==> config.mk <==
export PLATFORM = sky130hd
export DESIGN_NAME = status_wr_arb
export DESIGN_NICKNAME = d
export VERILOG_FILES = /design/src/rtl/status_arb_pkg.sv /design/src/rtl/status_slot.sv /design/src/rtl/status_wr_arb.sv
export SDC_FILE = /design/constraint.sdc
export NUM_CORES = 1
export LEC_CHECK = 0
export BUFFER_PORTS_ARGS = -buffer_cell sky130_fd_sc_hd__buf_2
export CAP_MARGIN = 20
export CORE_MARGIN = 2
export CORE_UTILIZATION = 43
export CTS_CLUSTER_SIZE = 10
export DETAILED_ROUTE_END_ITERATION = 10
export PLACE_DENSITY = 0.77
export SLEW_MARGIN = 20
export SYNTH_ARGS = -nofsm -noshare
export SYNTH_HDL_FRONTEND = slang
export SYNTH_SLANG_ARGS = --single-unit
==> constraint.sdc <==
create_clock -name clk_i -period 1.2 [get_ports clk_i]
set_input_delay 0.06 -clock clk_i [delete_from_list [all_inputs] [get_ports clk_i]]
set_output_delay 0.06 -clock clk_i [all_outputs]
set_load 0.1 [all_outputs]
==> src/rtl/status_arb_pkg.sv <==
// status_arb_pkg: shared types and constants for the status-register write arbiter.
//   NUM_STATUS_BITS_DEFAULT : default width of every status vector
//   stat_src_t              : write source, encoded exactly as the Status_reg select line
package status_arb_pkg;

    localparam int unsigned NUM_STATUS_BITS_DEFAULT = 4;

    typedef enum logic {
        SRC_DEC = 1'b0,
        SRC_ALU = 1'b1
    } stat_src_t;

endpackage

==> src/rtl/status_slot.sv <==
// status_slot: one-entry valid/data buffer for a single status-write source.
// Ports:
//   clk_i   : clock
//   rst_i   : asynchronous active-high reset, empties the slot
//   load_i  : capture data_i and mark valid (wins over clear_i)
//   clear_i : drop the held entry
//   data_i  : value to capture
//   valid_o : slot holds an entry
//   data_o  : held entry
module status_slot #(
    parameter int unsigned Width = 4
) (
    input  logic             clk_i,
    input  logic             rst_i,
    input  logic             load_i,
    input  logic             clear_i,
    input  logic [Width-1:0] data_i,
    output logic             valid_o,
    output logic [Width-1:0] data_o
);

    logic             valid_q, valid_d;
    logic [Width-1:0] data_q, data_d;

    // A load in the same edge as a clear is a refill: the slot stays valid.
    always_comb begin
        valid_d = valid_q;
        data_d  = data_q;
        if (load_i) begin
            valid_d = 1'b1;
            data_d  = data_i;
        end else if (clear_i) begin
            valid_d = 1'b0;
        end
    end

    always_ff @(posedge clk_i or posedge rst_i) begin
        if (rst_i) begin
            valid_q <= 1'b0;
            data_q  <= '0;
        end else begin
            valid_q <= valid_d;
            data_q  <= data_d;
        end
    end

    assign valid_o = valid_q;
    assign data_o  = data_q;

endmodule

==> src/rtl/status_wr_arb.sv <==
// status_wr_arb: buffers ALU and decoder status writes in one-entry slots and issues them to
// the Status_reg write port, at most one per cycle, round-robin on conflict.
// Optional feature macro: STATUS_ARB_SHADOW_EN (shadow save/restore of the status value).
// Ports:
//   clk_i, res_i                : clock, asynchronous active-high reset
//   status_cur_i                : (shadow build) current Status_reg output
//   shadow_save_i               : (shadow build) capture status_cur_i into the shadow
//   shadow_restore_i            : (shadow build) write the shadow back via the decoder path
//   alu_req_i, alu_stat_in_i    : ALU write offer and value
//   alu_rdy_o                   : ALU slot accepts this cycle
//   dec_req_i, dec_stat_in_i    : decoder write offer and value
//   dec_rdy_o                   : decoder slot accepts this cycle
//   wr_en_o                     : Status_reg write enable (registered)
//   sel_stat_in_alu_decoder_o   : 1 = ALU, 0 = decoder (registered)
//   alu_status_o, dec_status_o  : values presented to Status_reg (registered)
//   busy_o                      : either slot holds a pending write
module status_wr_arb
    import status_arb_pkg::*;
#(
    parameter int unsigned NumStatusBits = NUM_STATUS_BITS_DEFAULT
) (
    input  logic                     clk_i,
    input  logic                     res_i,
`ifdef STATUS_ARB_SHADOW_EN
    input  logic [NumStatusBits-1:0] status_cur_i,
    input  logic                     shadow_save_i,
    input  logic                     shadow_restore_i,
`endif
    input  logic                     alu_req_i,
    input  logic [NumStatusBits-1:0] alu_stat_in_i,
    output logic                     alu_rdy_o,
    input  logic                     dec_req_i,
    input  logic [NumStatusBits-1:0] dec_stat_in_i,
    output logic                     dec_rdy_o,
    output logic                     wr_en_o,
    output logic                     sel_stat_in_alu_decoder_o,
    output logic [NumStatusBits-1:0] alu_status_o,
    output logic [NumStatusBits-1:0] dec_status_o,
    output logic                     busy_o
);

    logic                     alu_valid, dec_valid;
    logic [NumStatusBits-1:0] alu_data, dec_data;
    logic                     alu_load, dec_load;
    logic                     grant_alu, grant_dec;
    logic                     restore_issue;
    logic [NumStatusBits-1:0] restore_data;

    stat_src_t                last_grant_q, last_grant_d;
    logic                     wr_en_q, wr_en_d;
    stat_src_t                sel_q, sel_d;
    logic [NumStatusBits-1:0] alu_status_q, alu_status_d;
    logic [NumStatusBits-1:0] dec_status_q, dec_status_d;

`ifdef STATUS_ARB_SHADOW_EN
    logic [NumStatusBits-1:0] shadow_q;
    logic                     restore_pend_q;
    logic [NumStatusBits-1:0] restore_data_q;

    // The restore value is taken from the shadow at request time, so a save in the same
    // edge only affects later restores.
    always_ff @(posedge clk_i or posedge res_i) begin
        if (res_i) begin
            shadow_q       <= '0;
            restore_pend_q <= 1'b0;
            restore_data_q <= '0;
        end else begin
            if (shadow_save_i) begin
                shadow_q <= status_cur_i;
            end
            // A pending restore always issues in the following cycle.
            restore_pend_q <= shadow_restore_i;
            if (shadow_restore_i) begin
                restore_data_q <= shadow_q;
            end
        end
    end

    assign restore_issue = restore_pend_q;
    assign restore_data  = restore_data_q;
`else
    assign restore_issue = 1'b0;
    assign restore_data  = '0;
`endif

    // Grant depends only on registered state, keeping req -> rdy free of combinational paths.
    always_comb begin
        grant_alu = 1'b0;
        grant_dec = 1'b0;
        if (!restore_issue) begin
            if (alu_valid && dec_valid) begin
                if (last_grant_q == SRC_DEC) begin
                    grant_alu = 1'b1;
                end else begin
                    grant_dec = 1'b1;
                end
            end else begin
                grant_alu = alu_valid;
                grant_dec = dec_valid;
            end
        end
    end

    assign alu_rdy_o = !res_i && (!alu_valid || grant_alu);
    assign dec_rdy_o = !res_i && (!dec_valid || grant_dec);
    assign alu_load  = alu_req_i && alu_rdy_o;
    assign dec_load  = dec_req_i && dec_rdy_o;

    status_slot #(
        .Width(NumStatusBits)
    ) u_alu_slot (
        .clk_i  (clk_i),
        .rst_i  (res_i),
        .load_i (alu_load),
        .clear_i(grant_alu),
        .data_i (alu_stat_in_i),
        .valid_o(alu_valid),
        .data_o (alu_data)
    );

    status_slot #(
        .Width(NumStatusBits)
    ) u_dec_slot (
        .clk_i  (clk_i),
        .rst_i  (res_i),
        .load_i (dec_load),
        .clear_i(grant_dec),
        .data_i (dec_stat_in_i),
        .valid_o(dec_valid),
        .data_o (dec_data)
    );

    // Issue stage: the data output of the non-selected source keeps its value.
    always_comb begin
        wr_en_d      = 1'b0;
        sel_d        = sel_q;
        alu_status_d = alu_status_q;
        dec_status_d = dec_status_q;
        last_grant_d = last_grant_q;
        if (restore_issue) begin
            wr_en_d      = 1'b1;
            sel_d        = SRC_DEC;
            dec_status_d = restore_data;
        end else if (grant_alu) begin
            wr_en_d      = 1'b1;
            sel_d        = SRC_ALU;
            alu_status_d = alu_data;
            last_grant_d = SRC_ALU;
        end else if (grant_dec) begin
            wr_en_d      = 1'b1;
            sel_d        = SRC_DEC;
            dec_status_d = dec_data;
            last_grant_d = SRC_DEC;
        end
    end

    always_ff @(posedge clk_i or posedge res_i) begin
        if (res_i) begin
            wr_en_q      <= 1'b0;
            sel_q        <= SRC_DEC;
            alu_status_q <= '0;
            dec_status_q <= '0;
            last_grant_q <= SRC_DEC;
        end else begin
            wr_en_q      <= wr_en_d;
            sel_q        <= sel_d;
            alu_status_q <= alu_status_d;
            dec_status_q <= dec_status_d;
            last_grant_q <= last_grant_d;
        end
    end

    assign wr_en_o                   = wr_en_q;
    assign sel_stat_in_alu_decoder_o = sel_q;
    assign alu_status_o              = alu_status_q;
    assign dec_status_o              = dec_status_q;
    assign busy_o                    = alu_valid || dec_valid;

endmodule
After elaboration in Yosys (flattened, before gate mapping)
Index checks and enable logic that the tools add are counted.

cells by class
  eq/ne operators = 0
  magnitude comparators = 0
  reductions and logical operators = 15
  muxes and demuxes = 11
  multiply operators = 0
  bitwise gates (word level) = 1
  div/mod/pow operators = 0
  shift-type cells = 0
  add/sub/neg operators = 0

operators with widths
  operator             count
  $mux W1              11
  $reduce_bool A2 Y1   3
  $logic_and A1 B1 Y1  5
  $logic_not A1 Y1     3
  $logic_or A1 B1 Y1   3
  $reduce_and A2 Y1    1
  $not A1 Y1           1

word-level totals
  memory bits (read-only) = 0
  logic and storage cells = 35
  memory bits (writable) = 0
  memories = 0
  latch bits = 0
  register bits after elaboration = 20
  input bits = 12

Depth between registers and ports, before layout
Gate-level depths: netlist of the first run.

  depth after elaboration = 6
  mapped depth = 3
  mapped depth without buffers = 3

Modules after synthesis
A second synthesis of the first run with hierarchy kept.

second synthesis, totals
  cells, all modules = 54
  area total of the unflattened synthesis = 784.5 sq um

modules (own cells, without submodules)
  module         area each (sq um)  cells each  times used
  status_wr_arb  411.6              30          1
  status_slot    186.4              12          2

Least setup slack after synthesis of the first run
OpenSTA, ideal clock, no wires.

  path kind = register to output
  start point = register sel_stat_in_alu_decoder_o (netlist name)
  end point = output port alu_rdy_o
  data required time = 1.140 ns
  buffers on the path = 0
  stages on the path, launching flop included = 2
  path slack = -1.347 ns
  arrival time = 2.487 ns
  path through = dfrtp_1 > a31oi_1

RTL lines
  element    RTL line             text
  to (decl)  status_wr_arb.sv:31  output logic alu_rdy_o,

==> qor.csv, run 1 <==
metric,value,unit
setup ws final,-237,ps
top cell type's share of synthesized area,0.643,
Power Density,2260,nW/um^2
Least-Margin Pin Slew,486,ps
minimum clock period,1440,ps
clk_lat worst skew,310,ps
fraction of power spent switching nets,0.464,
setup violators final,20,
Critical Path Start,sel_stat_in_alu_decoder_o$_DFFE_PP0P_,
Initial Utilization,0.456,
most frequent cell after synthesis,dfrtp_1,
Synth Register Bits,20,
Yosys top cell by area,dfrtp_1,
core outline area,1710,um^2
antenna diode count,0,
Post-synth top cells,"dfrtp_1 (20), mux2_2 (12), inv_1 (4), mux2_1 (4), o21ai_0 (3)",
max incr delay on CP,520,ps
ys flop type,dfrtp_1,
crit path DAT,1380,ps
CTS Buf Count,3,
status,"complete, but fails checks",
Slew Limit Headroom,0.678,
Cell Int Power,1.62,mW
HP Start,res_i,
CP max FO,4,
DRT Wirelength,1830,um
# rows,15,
final setup TNS,-2540,ps
Finished Core Util,0.783,
CTS root buffer,clkbuf_4,
aggregate global-route resource usage,0.198,
Syn Std Cell Area,778,um^2
Post-Synth XOR/XNOR Area,0,
Top Ports,25,
Comb pwr share,0.509,
CP top delay family,flip-flops,
Die Footprint,2170,um^2
die width,46.5,um
CTS tree,done,
dpl ws,-101,ps
Netlist cell types,14,
Wirelength per Cell,14.3,um
Peak Freq,696,MHz
PortBufs,24,
failing checks,"hold timing, setup timing",
Fill cells,98,
CP Launch Type,flip-flop,
WS Path Type,reg -> out,
"Clk pin slew, worst setup/hold paths",130,ps
destination of the worst hold path,u_dec_slot.valid_o$_DFFE_PP0P_,
# DRC,0,
CTS Buffer Depth,2,
min-delay worst type,in -> reg,
hold_ws,-4.64,ps
DR vias,618,
period utilisation layout,1.20,
Clock Skew,18.2,ps
Highest Signal Layer,met4,
initial DRC count,11,
max-slew violations,0,
"IR drop worst, VDD",0.00199,V
Sw Pwr,1.40,mW
vias per std cell,4.83,
Worst Reg-to-Reg Cells,4,
H-tree Lvls,1,
met1 WL,815,um
mux share of post-synthesis cell area,0.232,
RePlAce Congestion,0.778,
asr flop ratio synth,1.00,
Reg2Reg Setup Slack,-190,ps
vias in the first global route,608,
Crit. End Element,primary output,
Post-synth EDFFs,0,
WP buf/inv,1,
post-DP HPWL,1040,um
share of layout cells above drive strength 1,0.650,
synth warn,0,
final hold vios,1,
mean post-synth cell area,14.7,um^2
sequential area share after synthesis,0.643,
RSZ-0062 raised after global routing,true,
maxcap violations,0,
Antenna Nets Post-Route,0,
Area Growth Syn to Fin,71.9,%
Pre-antenna DRT Iters,4,
Post-Synth Adder-Cell Area,0,
Synth Net Count,65,
Flop pwr share,0.308,
crit-path cells,nand3b_1 > and2_4 > buf_12,
met3 routed WL,35,um
Hold Crit Depth,2,
Clock power frac,0.183,
P_leak,0.644,nW
pin count of the biggest net entering global routing,13,
worst path required time,1140,ps
crit path max-delay cell type,dfrtp_4,
largest family of logic cells by synthesized area,multiplexers,
first-pass GRT wire length,2880,um
Synth Area in Simple Gates,0.0643,
Area contributors post-synth,"dfrtp_1 (64%), mux2_2 (17%), mux2_1 (5.8%)",
met2 WL,941,um
Reg area,507,um^2
Reg2Reg Capture Point,u_dec_slot.data_o[1]$_DFFE_PP0P_,
Die H,46.5,um
Gate Count Post-Synth,53,
CTS Sinks,20,
area taken by multi-input logic gates,352,um^2
final net count,116,
antenna violations before repair,0,
Synth Area in Compound Gates,0.0418,
GR Overflow Total,0,
r2r startpoint,sel_stat_in_alu_decoder_o$_DFFE_PP0P_,
routing by layer:
metal  up-vias  global-route usage
met5         -                   0
met4         0               0.120
met3         4              0.0235
met2        10               0.306
met1       319               0.264
li1        285                   -
placed cells by master, fill, tap and decap left out:
cell / netlist / layout
nand2b_1: 1 / 1
o21ai_0: 3 / 3
clkbuf_4: 0 / 4
buf_12: 0 / 4
buf_2: 0 / 19
dlygate4sd3_1: 0 / 10
mux2_2: 12 / 7
a31oi_4: 0 / 1
bufinv_16: 0 / 1
mux2_4: 0 / 9
a21boi_4: 0 / 1
dfrtp_4: 0 / 1
or2_4: 0 / 1
dfrtp_2: 0 / 2
nand3_4: 0 / 2
buf_4: 0 / 10
nand2_2: 0 / 1
nand3b_1: 1 / 1
dfrtp_1: 20 / 17
nand3_2: 1 / 1
and2_4: 0 / 1
buf_6: 0 / 2
inv_1: 4 / 4
worst reg2reg max path, cell delays in order, from the launching register on:
cell      delay (ps)
dfrtp_4          520
nand3b_1         200
buf_4            170
nand3_4           90
mux2_4           310
worst max path at each step:
stage / end / slack [ps] / cells after the start
after global routing: dec_rdy_o / -250 / 3
after CTS: dec_rdy_o / -200 / 3
after global placement: u_dec_slot.data_o[0]$_DFFE_PP0P_ / -90 / 3
final: dec_rdy_o / -240 / 3
after floorplan: u_dec_slot.data_o[0]$_DFFE_PP0P_ / -230 / 3
after detailed placement: u_dec_slot.data_o[3]$_DFFE_PP0P_ / -100 / 3
power by group through the flow:
stage / logic [mW] / clock network [mW] / registers [mW]
after global routing: 1.59 / 0.568 / 0.956
after global placement: 1.33 / 0 / 0.930
after detailed placement: 1.33 / 0 / 0.939
after CTS: 1.52 / 0.551 / 0.926
after floorplan: 0.253 / 0 / 1.75
final: 1.54 / 0.555 / 0.932
kinds of logic (layout without fill, tap and decap cells):
| family | after synthesis | in the layout |
|---|---|---|
| DFF | 20 | 20 |
| muxes | 16 | 16 |
| and+or+nand+nor | 8 | 8 |
| AOI/OAI and AO/OA | 5 | 5 |
| buffers and inverters | 4 | 54 |
repair_timing:
action / in CTS / in global routing
hold buffers: 10 / 0
pin swaps: 5 / 2
endpoints found under the hold margin: 10 / 0
gates resized for setup: 24 / 2
setup buffers: 7 / 1
setup endpoints to repair: 20 / 21
state kept, by name, indices dropped and copies added (netlist names):
| signal | flops |
|---|---|
| alu_status_o | 4 |
| dec_status_o | 4 |
| sel_stat_in_alu_decoder_o | 1 |
| u_alu_slot.data_o | 4 |
| u_alu_slot.valid_o | 1 |
| u_dec_slot.data_o | 4 |
| u_dec_slot.valid_o | 1 |
| wr_en_o | 1 |
final cells by class:
class                      instances  share of cell area
sequential                        20               0.379
multi-input combinational         29               0.263
tap                               25              0.0234
timing repair buffer              46               0.284
clock buffer                       3              0.0168
clock inverter                     1              0.0225
inverter                           4              0.0112
through the flow:
step	power, mW	instance area (um^2)	instances
detailed placement	2.27	1020	106
floorplan	2.00	798	53
global placement	2.26	1020	106
global route	3.11	1340	128
finish	3.03	1340	128
CTS	3.00	1330	127
No activity file was read; power rests on OpenSTA's default activity.
==> run 2: changes to the inputs <==
--- a/config.mk
+++ b/config.mk
@@ -7,6 +7,7 @@
 export LEC_CHECK = 0
 export BUFFER_PORTS_ARGS = -buffer_cell sky130_fd_sc_hd__buf_2
 export CAP_MARGIN = 20
+export CORE_ASPECT_RATIO = 1.25
 export CORE_MARGIN = 2
 export CORE_UTILIZATION = 43
 export CTS_CLUSTER_SIZE = 10
@@ -16,3 +17,4 @@
 export SYNTH_ARGS = -nofsm -noshare
 export SYNTH_HDL_FRONTEND = slang
 export SYNTH_SLANG_ARGS = --single-unit
+export TNS_END_PERCENT = 20
==> run 2 against run 1 <==
Compared with the run above:
- the flow finishes with violations (setup timing)
- count of clock-buffer cells in the layout rose by 1
- via count shrank 4.2%
- routed wire length decreased by 11%
- register-to-register slack improved by 20 ps
- total power shrank 8.5%
- highest routed layer unchanged
- first-iteration DRC count down 27%
- final cell count decreased by 7.0%
- maximum frequency increased by 4.3%
- critical path depth unchanged
- worst hold slack better by 38 ps
- die area up 0.11%
- sequential power is 0.4% lower
==> qor.csv, run 2 (synthesis results as in run 1) <==
metric,value,unit,change
Clock Skew,12.5,ps,-5.67 ps
Wirelength per Cell,13.7,um,-3.8%
HP Start,res_i,,
maxcap violations,0,,unchanged
max-slew violations,0,,unchanged
period utilisation layout,1.15,,-0.0494
Pre-antenna DRT Iters,4,,unchanged
vias per std cell,4.97,,+3.0%
minimum clock period,1380,ps,-59.3 ps
WS Path Type,reg -> out,,
"most common cell after layout, fill and taps aside",buf_2,,
H-tree Lvls,1,,unchanged
pin count of the biggest net entering global routing,13,,unchanged
final hold vios,0,,-1
Crit. End Element,primary output,,
antenna diode count,0,,unchanged
setup ws final,-178,ps,+59.3 ps
Initial Utilization,0.446,,-0.00948
setup violators final,19,,-5.0%
"Clk pin slew, worst setup/hold paths",100,ps,-30 ps
Least-Margin Pin Slew,522,ps,+35.3 ps
share of layout cells above drive strength 1,0.620,,-0.0305
clk_lat worst skew,300,ps,about the same
Reg2Reg Setup Slack,-170,ps,+20 ps
CTS Sinks,20,,unchanged
# rows,17,,+2
Antenna Nets Post-Route,0,,unchanged
Flop pwr share,0.335,,+0.027
most frequent cells in the layout,"buf_2 (20), dfrtp_1 (17), dlygate4sd3_1 (11)",,
first-pass GRT wire length,2680,um,-7.0%
CTS Buffer Depth,2,,unchanged
final net count,113,,-2.6%
crit path DAT,1320,ps,-60 ps
CP Launch Type,flip-flop,,
Total Power Consumption,2.77,mW,-8.5%
Peak Freq,726,MHz,+4.3%
Area Growth Syn to Fin,61.9,%,
status,"complete, but fails checks",,
RePlAce Congestion,0.702,,-9.7%
failing checks,setup timing,,
CTS Buf Count,3,,unchanged
DRT Wirelength,1630,um,-11%
Top Ports,25,,unchanged
Critical Path Start,sel_stat_in_alu_decoder_o$_DFFE_PP0P_,,
Sw Pwr,1.36,mW,-3.0%
GR Overflow Total,0,,unchanged
"Cell Area, Placed",1020,um^2,-0.73%
fraction of power spent switching nets,0.492,,+0.0278
Slew Limit Headroom,0.651,,-0.0269
aggregate global-route resource usage,0.170,,-0.0281
post-DP HPWL,984,um,-5.3%
Clock power frac,0.138,,-0.045
CP max FO,5,,+1
antenna violations before repair,0,,unchanged
initial DRC count,8,,-3
"Design Area, Final",1260,um^2,-5.8%
min-delay worst type,in -> reg,,
PortBufs,24,,unchanged
worst path required time,1140,ps,about the same
Cell Int Power,1.41,mW,-13%
DR vias,592,,-4.2%
vias in the first global route,570,,-6.3%
Die H,51.6,um,+11%
# DRC,0,,unchanged
RSZ-0062 raised after global routing,true,,
P_leak,0.605,nW,-6.0%
Comb pwr share,0.527,,+0.018
Power Density,2200,nW/um^2,-2.9%
core outline area,1740,um^2,+2.1%
CTS tree,done,,
die width,42.1,um,-9.6%
r2r startpoint,sel_stat_in_alu_decoder_o$_DFFE_PP0P_,,
"IR drop worst, VDD",0.00149,V,-25%
CTS root buffer,clkbuf_4,,
Die Footprint,2170,um^2,+0.11%
run 2: cell count changes in the layout (fill, tap and decap cells not counted):
cell	previous run	this run
buf_2	19	20
buf_4	10	8
buf_6	2	0
bufinv_16	1	0
clkbuf_4	4	3
clkbuf_8	0	1
dlygate4sd3_1	10	11
mux2_2	7	10
mux2_4	9	6
nand3_1	0	1
nand3_4	2	1
run 2: layer usage:
layer / vias to the layer above / global-route usage / share of wire / routed length, um
met5: - / 0 / 0 / 0
met4: 0 / 0.0938 / 0.018 / 29
met3: 4 / 0.0208 / 0.033 / 54
met2: 16 / 0.266 / 0.47 / 762
met1: 294 / 0.231 / 0.48 / 787
li1: 278 / - / - / -
run 2: final timing paths:
kind,end,cells after the start
setup / recovery,dec_rdy_o,3
hold / removal,u_alu_slot.valid_o$_DFFE_PP0P_,2
setup reg to reg,u_dec_slot.data_o[0]$_DFFE_PP0P_,4
hold reg to reg,u_alu_slot.data_o[0]$_DFFE_PP0P_,1
max in group asynchronous,sel_stat_in_alu_decoder_o$_DFFE_PP0P_,4
min in group asynchronous,u_alu_slot.data_o[2]$_DFFE_PP0P_,4
run 2: power by group through the flow:
| stage | Sequential, mW | Clock (mW) | Combinational [mW] |
|---|---|---|---|
| 6_report | 0.928 | 0.382 | 1.46 |
| 5_1_grt | 0.949 | 0.409 | 1.50 |
| 4_1_cts | 0.919 | 0.386 | 1.44 |
| 3_5_place_dp | 0.940 | 0 | 1.33 |
| 3_3_place_gp | 0.931 | 0 | 1.32 |
| 2_1_floorplan | 1.75 | 0 | 0.253 |
run 2: layout make-up:
class,count,area [um^2]
Clock buffer,4,36.3
Sequential cell,20,507
Fill cell,120,484
Inverter,4,15.0
Tap cell,19,23.8
Multi-Input combinational cell,29,328
Timing Repair Buffer,43,350
run 2: per-stage QoR:
stage	setup TNS (ps)	cells	hold WS [ps]	util	worst slack, ps
after floorplan	-3550	53	53.8	-	-233
after global placement	-950	100	188	0.583	-100
after detailed placement	-1430	100	185	0.583	-131
after CTS	-1870	119	11.9	0.718	-158
after global routing	-3060	119	23.9	0.722	-219
final	-2180	119	32.9	0.722	-178
run 2: critical path, stage by stage (launching register included):
cell and delay (ps):
dfrtp_4 510, nand3b_1 200, and2_4 170, buf_12 160
run 2: what timing repair did:
action | CTS | global route
pin swaps | 5 | 0
hold buffers | 11 | 0
endpoints found under the setup margin | 19 | 20
buffers inserted | 4 | 0
hold endpoints to repair | 29 | 0
gates resized for setup | 16 | 2
